<file path="src/rtl/shifter_operand_iter_if.sv">
// Request/response bundle for shifter_operand_iter: operand request in, shifter operand and carry out.
interface shifter_operand_iter_if #(
    parameter int unsigned DATA_W = 32
);
    logic              in_valid;
    logic              in_ready;
    logic [2:0]        in_mode;
    logic              in_by_reg;
    logic [7:0]        in_amount;
    logic [DATA_W-1:0] in_data;
    logic              in_carry;
    logic              out_valid;
    logic              out_ready;
    logic [DATA_W-1:0] out_result;
    logic              out_carry;

    modport master (
        output in_valid, in_mode, in_by_reg, in_amount, in_data, in_carry, out_ready,
        input  in_ready, out_valid, out_result, out_carry
    );

    modport slave (
        input  in_valid, in_mode, in_by_reg, in_amount, in_data, in_carry, out_ready,
        output in_ready, out_valid, out_result, out_carry
    );
endinterface

</file>
<file path="src/rtl/shifter_operand_iter.sv">
// Iterative data-processing shifter operand (LSL/LSR/ASR/ROR/RRX/ROT_IMM/PASS), STEP bits per cycle.
// Optional macro SHIFTER_CARRY_EN enables shifter carry-out tracking; otherwise out_carry is 0.
module shifter_operand_iter #(
    parameter int unsigned DATA_W = 32,
    parameter int unsigned STEP   = 4
) (
    input  logic                   clk,
    input  logic                   reset_n,
    shifter_operand_iter_if.slave  bus,
    output logic                   busy
);
    localparam int unsigned     LW       = $clog2(DATA_W);
    localparam int unsigned     CW       = $clog2(DATA_W + 1);
    localparam logic [8:0]      N9       = 9'(DATA_W);
    localparam logic [CW-1:0]   N_CNT    = CW'(DATA_W);
    localparam logic [CW-1:0]   STEP_CNT = CW'(STEP);

    typedef enum logic [1:0] {S_IDLE, S_SHIFT, S_DONE} state_e;
    typedef enum logic [1:0] {K_LSL, K_LSR, K_ASR, K_ROR} kind_e;
    typedef enum logic [2:0] {
        M_LSL    = 3'd0,
        M_LSR    = 3'd1,
        M_ASR    = 3'd2,
        M_ROR    = 3'd3,
        M_RRX    = 3'd4,
        M_ROTIMM = 3'd5,
        M_PASS   = 3'd6,
        M_PASS7  = 3'd7
    } mode_e;

    state_e            state_q, state_d;
    kind_e             kind_q, kind_d;
    logic [DATA_W-1:0] data_q, data_d;
    logic [CW-1:0]     cnt_q, cnt_d;
    logic              sign_q, sign_d;
    logic              carry_q, carry_d;

    kind_e             dec_kind;
    logic [CW-1:0]     dec_cnt;
    logic [DATA_W-1:0] dec_data;
    logic              dec_carry;

    logic [LW-1:0]       a_mod;
    logic [8:0]          amt9;
    logic [4:0]          rot5;
    logic [LW-1:0]       rot_m;
    logic [DATA_W-1:0]   imm_ext;
    logic [2*DATA_W-1:0] rot_dbl;
    logic [DATA_W-1:0]   rot_res;

    logic [CW-1:0]     step;
    logic [DATA_W-1:0] sh_data;
    logic              sh_carry;

    assign a_mod   = bus.in_amount[LW-1:0];
    assign amt9    = {1'b0, bus.in_amount};
    assign rot5    = {bus.in_amount[3:0], 1'b0};
    assign rot_m   = LW'(rot5);
    assign imm_ext = DATA_W'(bus.in_data[7:0]);
    assign rot_dbl = {imm_ext, imm_ext} >> rot_m;
    assign rot_res = rot_dbl[DATA_W-1:0];

    // Special cases resolve here to a forced result/carry with cnt=0; regular shifts only set cnt.
    always_comb begin
        dec_kind  = K_LSL;
        dec_cnt   = '0;
        dec_data  = bus.in_data;
        dec_carry = bus.in_carry;
        case (mode_e'(bus.in_mode))
            M_LSL: begin
                dec_kind = K_LSL;
                if (!bus.in_by_reg) begin
                    dec_cnt = CW'(a_mod);
                end else if (amt9 > N9) begin
                    dec_data  = '0;
                    dec_carry = 1'b0;
                end else begin
                    dec_cnt = CW'(bus.in_amount);
                end
            end
            M_LSR: begin
                dec_kind = K_LSR;
                if (!bus.in_by_reg) begin
                    dec_cnt = (a_mod == '0) ? N_CNT : CW'(a_mod);
                end else if (amt9 > N9) begin
                    dec_data  = '0;
                    dec_carry = 1'b0;
                end else begin
                    dec_cnt = CW'(bus.in_amount);
                end
            end
            M_ASR: begin
                dec_kind = K_ASR;
                if (!bus.in_by_reg) begin
                    dec_cnt = (a_mod == '0) ? N_CNT : CW'(a_mod);
                end else begin
                    dec_cnt = (amt9 >= N9) ? N_CNT : CW'(bus.in_amount);
                end
            end
            M_ROR: begin
                dec_kind = K_ROR;
                if (!bus.in_by_reg && a_mod == '0) begin
                    dec_data  = {bus.in_carry, bus.in_data[DATA_W-1:1]};
                    dec_carry = bus.in_data[0];
                end else if (bus.in_by_reg && bus.in_amount == '0) begin
                    dec_data  = bus.in_data;
                end else if (a_mod == '0) begin
                    dec_carry = bus.in_data[DATA_W-1];
                end else begin
                    dec_cnt = CW'(a_mod);
                end
            end
            M_RRX: begin
                dec_data  = {bus.in_carry, bus.in_data[DATA_W-1:1]};
                dec_carry = bus.in_data[0];
            end
            M_ROTIMM: begin
                dec_data  = rot_res;
                dec_carry = (rot5 == '0) ? bus.in_carry : rot_res[DATA_W-1];
            end
            default: begin
                dec_data  = bus.in_data;
                dec_carry = bus.in_carry;
            end
        endcase
    end

    always_comb begin
        state_d  = state_q;
        kind_d   = kind_q;
        data_d   = data_q;
        cnt_d    = cnt_q;
        sign_d   = sign_q;
        carry_d  = carry_q;
        step     = '0;
        sh_data  = data_q;
        sh_carry = carry_q;
        case (state_q)
            S_IDLE: begin
                if (bus.in_valid) begin
                    kind_d  = dec_kind;
                    data_d  = dec_data;
                    cnt_d   = dec_cnt;
                    sign_d  = bus.in_data[DATA_W-1];
                    carry_d = dec_carry;
                    state_d = (dec_cnt == '0) ? S_DONE : S_SHIFT;
                end
            end
            S_SHIFT: begin
                step = (cnt_q > STEP_CNT) ? STEP_CNT : cnt_q;
                for (int unsigned i = 0; i < STEP; i++) begin
                    if (CW'(i) < step) begin
                        case (kind_q)
                            K_LSL: begin
                                sh_carry = sh_data[DATA_W-1];
                                sh_data  = {sh_data[DATA_W-2:0], 1'b0};
                            end
                            K_LSR: begin
                                sh_carry = sh_data[0];
                                sh_data  = {1'b0, sh_data[DATA_W-1:1]};
                            end
                            K_ASR: begin
                                sh_carry = sh_data[0];
                                sh_data  = {sign_q, sh_data[DATA_W-1:1]};
                            end
                            default: begin
                                sh_carry = sh_data[0];
                                sh_data  = {sh_data[0], sh_data[DATA_W-1:1]};
                            end
                        endcase
                    end
                end
                data_d  = sh_data;
                carry_d = sh_carry;
                cnt_d   = cnt_q - step;
                if (cnt_d == '0) begin
                    state_d = S_DONE;
                end
            end
            S_DONE: begin
                if (bus.out_ready) begin
                    state_d = S_IDLE;
                end
            end
            default: state_d = S_IDLE;
        endcase
    end

    always_ff @(posedge clk) begin
        if (!reset_n) begin
            state_q <= S_IDLE;
            kind_q  <= K_LSL;
            data_q  <= '0;
            cnt_q   <= '0;
            sign_q  <= 1'b0;
        end else begin
            state_q <= state_d;
            kind_q  <= kind_d;
            data_q  <= data_d;
            cnt_q   <= cnt_d;
            sign_q  <= sign_d;
        end
    end

`ifdef SHIFTER_CARRY_EN
    always_ff @(posedge clk) begin
        if (!reset_n) begin
            carry_q <= 1'b0;
        end else begin
            carry_q <= carry_d;
        end
    end
`else
    // Carry path is dropped; the decode/shift carry terms are left for synthesis to prune.
    logic unused_carry;
    assign carry_q      = 1'b0;
    assign unused_carry = carry_d;
`endif

    assign bus.in_ready   = (state_q == S_IDLE) & reset_n;
    assign bus.out_valid  = (state_q == S_DONE);
    assign bus.out_result = data_q;
    assign bus.out_carry  = carry_q;
    assign busy           = (state_q != S_IDLE);
endmodule

</file>
<file path="src/flat_wrapper.sv">
// flat-port wrapper written by rule: the top's interface ports become plain ports
module shifter_operand_iter_flat 
#(
    parameter int unsigned DATA_W = 32,
    parameter int unsigned STEP   = 4
)
  (clk, reset_n, busy, bus_in_valid, bus_in_mode, bus_in_by_reg, bus_in_amount, bus_in_data, bus_in_carry, bus_out_ready, bus_in_ready, bus_out_valid, bus_out_result, bus_out_carry);
  shifter_operand_iter_if #(.DATA_W(DATA_W)) bus_i ();
  input  logic clk;
  input  logic reset_n;
  output logic busy;
  input wire logic [$bits(bus_i.in_valid)-1:0] bus_in_valid;
  input wire logic [$bits(bus_i.in_mode)-1:0] bus_in_mode;
  input wire logic [$bits(bus_i.in_by_reg)-1:0] bus_in_by_reg;
  input wire logic [$bits(bus_i.in_amount)-1:0] bus_in_amount;
  input wire logic [$bits(bus_i.in_data)-1:0] bus_in_data;
  input wire logic [$bits(bus_i.in_carry)-1:0] bus_in_carry;
  input wire logic [$bits(bus_i.out_ready)-1:0] bus_out_ready;
  output wire logic [$bits(bus_i.in_ready)-1:0] bus_in_ready;
  output wire logic [$bits(bus_i.out_valid)-1:0] bus_out_valid;
  output wire logic [$bits(bus_i.out_result)-1:0] bus_out_result;
  output wire logic [$bits(bus_i.out_carry)-1:0] bus_out_carry;
  assign bus_i.in_valid = bus_in_valid;
  assign bus_i.in_mode = bus_in_mode;
  assign bus_i.in_by_reg = bus_in_by_reg;
  assign bus_i.in_amount = bus_in_amount;
  assign bus_i.in_data = bus_in_data;
  assign bus_i.in_carry = bus_in_carry;
  assign bus_i.out_ready = bus_out_ready;
  assign bus_in_ready = bus_i.in_ready;
  assign bus_out_valid = bus_i.out_valid;
  assign bus_out_result = bus_i.out_result;
  assign bus_out_carry = bus_i.out_carry;
  shifter_operand_iter #(.DATA_W(DATA_W), .STEP(STEP)) u_core (.clk(clk), .reset_n(reset_n), .bus(bus_i), .busy(busy));
endmodule
</file>
<file path="config.mk">
export PLATFORM = sky130hd
export DESIGN_NAME = shifter_operand_iter_flat
export DESIGN_NICKNAME = d
export VERILOG_FILES = /design/src/rtl/shifter_operand_iter_if.sv /design/src/rtl/shifter_operand_iter.sv /design/src/flat_wrapper.sv
export SDC_FILE = /design/constraint.sdc
export NUM_CORES = 1
export LEC_CHECK = 0
export ABC_AREA = 1
export CAP_MARGIN = 20
export CORE_ASPECT_RATIO = 1.4
export CORE_MARGIN = 2
export CORE_UTILIZATION = 58
export DETAILED_ROUTE_END_ITERATION = 8
export PLACE_DENSITY = 0.83
export SKIP_CTS_REPAIR_TIMING = 1
export SLEW_MARGIN = 10
export SYNTH_ARGS = -nofsm -noshare
export SYNTH_HDL_FRONTEND = slang
export SYNTH_SLANG_ARGS = --single-unit
</file>
<file path="constraint.sdc">
create_clock -name clk -period 2.3 [get_ports clk]
set_input_delay 0.46 -clock clk [delete_from_list [all_inputs] [get_ports clk]]
set_output_delay 0.46 -clock clk [all_outputs]
set_load 0.05 [all_outputs]
</file>
==> impl_results.md <==
* Hold Vio Cnt, Final at 0
* Critical Setup Path Class: reg -> out
* Clk slew on worst S/H paths at around 0.060 ns
* Initial Utilization at around three fifths
* EDFF count, synth at 0
* CP cell instances: clkdlybuf4s50_1
* Fin Clk Skew at 0.00943 ns
* DRT Pass-1 Iters at 6
* Cell family with most CP delay: buffers and inverters
* DR WL/cell at ~17 microns
* Worst EP arrival at about 1.8 ns
* DIE AREA at 12,700 sq um
* Routed wire length at 25.1 mm
* Worst slew pin tran at between 0.5 and 0.6 ns
* Nets at between 1,000 and 1,500
* Fmax at ~0.44 GHz
* Die Span Y at approximately 130 microns
* Slowest-stage cell, CP: clkdlybuf4s50_1
* RD Place Congestion at 1.02
* Top post-synthesis cells by area: nand2_1, dfxtp_1, nand3_1, nand3_2, nand4_1
* Buf+Inv Stages, Crit Path at 1
* Port bufs at 83
* Seq/Total Area, Yosys at 12.5%
* Slowest Stage Delay on Critical Path at 0.90 ns
* Post-synth ARST share at 0%
* Max-cap violations at 0
* Post-layout minimum cycle time at ~2.3 ns
* # DRC at 0
* Num Clock Sinks at 43
* Max Slew Vio Count at 0
* GR Overflow Total at 0
* # setup viols final at 0
* Final setup TNS at 0 ns
* Via Count at roughly 8,900
* Synth Instances at between 1,000 and 1,500
* Core Area at between 10,000 and 15,000 sq um
* Site row count at 47
* P&R area growth vs syn at 25.1%
* Yosys reg bits at 43
* Ys flop type: dfxtp_1
* Die X-Extent at 96.0 microns
* CP required at between 1.5 and 2 ns
* Clk root buf: clkbuf_16
* Gr usage total at about two fifths
* Syn nets at between 1,000 and 1,500
* First DRT Iteration DRCs at ~780
* Largest net degree at the start of global routing at 46
* Hold WC Path Type: reg -> reg
* Post-synth top area share at between 20% and 30%
* Initial antenna violation count at 0
* Number of global-route vias before repair at 8,066
* Synth warn at 0
* Clock Latency Late Sink at about 0.29 ns
* Crit. End Element: output port
* I/O Pins at between 80 and 90
* CTS tree: yes
* # diodes at 0
* Antenna-violating nets left at 0
* CP max FO at 5
* Final worst-path cycle share at a little over nine tenths
* CTS Buffer Depth at 2
* Status: finished, final reports clean
* Number of CTS-inserted buffers at 5
* Post-Synthesis Cell Area at about 6900 sq um
* Relative slew margins at about 64%
* Global-route wire length before repair at 39.5 mm
* H-tree levels at 2
* Post-synth cell types at 45
* Crit start category: flop
* Vias per Instance at 6.01
* Area leader, netlist: nand2_1
* HPWL Detailed at ~20 mm
* Avg Synthesized Cell Area at about 5.7 sq um
* Fill cells at between 1,000 and 1,500
* Layout cell share with drive strength beyond 1 at 19.9%
[cells in the final DEF (no fill, tap or decap), drive strengths merged]
master and count:
o211ai 4, buf 110, o31ai 2, ha 1
clkdlybuf4s50 79, o21ai 42, o41ai 1, nand3 195
nand4 80, nor3b 1, a211oi 2, clkbuf 5
nand2 476, or2 3, nor2 97, conb 2
a22oi 6, xnor2 1, nor3 2, o22ai 2
bufinv 1, o2111ai 5, dfxtp 43, inv 81
a221oi 1, a21oi 64, o21bai 1, dlymetal6s2s 3
clkinv 4, a31oi 20
[cell type report]
type | instances | area, sq um | share of cell area, %
repair buffers | 192 | 1820 | 21.2
flip-flops and latches | 43 | 862 | 10.0
clock buffers | 5 | 125 | 1.46
well taps | 147 | 184 | 2.14
multi-input cells | 1008 | 5240 | 60.9
inverters | 83 | 319 | 3.71
clock inverters | 3 | 43.8 | 0.510
[state kept, by name (all words and copies together), names as in the netlist]
signal and cells:
u_core.sign_q 1, u_core.state_q 2, u_core.bus.out_result 32, u_core.cnt_q 6, u_core.kind_q 2
[worst min-delay path, stage by stage, from the launching register on]
cell     delay [ns]
dfxtp_1        0.34
nand2_1        0.07
a21oi_1        0.05
[path summary, 6_finish.rpt]
check                            startpoint                         to  slack [ns]  cells past startpoint
setup / recovery  u_core.bus.out_result[13]         bus_out_result[13]        0.03                      1
setup reg to reg            u_core.cnt_q[2]  u_core.bus.out_result[19]        0.15                     13
hold reg to reg             u_core.cnt_q[5]            u_core.cnt_q[5]        0.52                      2
hold / removal              u_core.cnt_q[5]            u_core.cnt_q[5]        0.52                      2
[cell usage after synthesis (all sizes together), types with 4 or more instances]
library cell and number:
dfxtp 43, a21oi 64, nor2 97, nand2 476
clkbuf 15, o2111ai 5, a22oi 6, o211ai 4
buf 62, nand4 80, a31oi 20, o21ai 42
nand3 195, inv 81
[metrics by stage]
| step | instance area [sq um] | setup slack (ns) | std cells | util [%] | hold slack [ns] |
|---|---|---|---|---|---|
| after floorplan | 6870 | 0.319 | 1211 | - | 0.490 |
| after global placement | 8330 | -0.267 | 1468 | 71.1 | 0.501 |
| after detailed placement | 8330 | -0.276 | 1468 | 71.1 | 0.505 |
| after CTS | 8490 | 0.0136 | 1476 | 72.6 | 0.515 |
| after global routing | 8590 | -0.0170 | 1481 | 73.4 | 0.569 |
| final | 8590 | 0.0313 | 1481 | 73.4 | 0.517 |
[per-layer routing]
metal | track usage (%) | part of all wire [%]
met1 | 49.5 | 39
met2 | 65.0 | 48
met3 | 2.96 | 8.0
met4 | 19.0 | 5.4
met5 | 0 | 0
[logic make-up (layout without fill, tap and decap cells)]
family	Yosys count	count (layout)	synth area share, %
fa+ha+maj	1	1	0.182
other cells	2	2	0.109
simple gates	854	854	61.8
xor+xnor	1	1	0.128
flops	43	43	12.5
compound gates	150	150	13.5
buf+inv	160	283	11.7
Power is left out: the tool's default activity adds up to more than one toggle a clock period on the data nets, which glitch-free logic cannot reach.
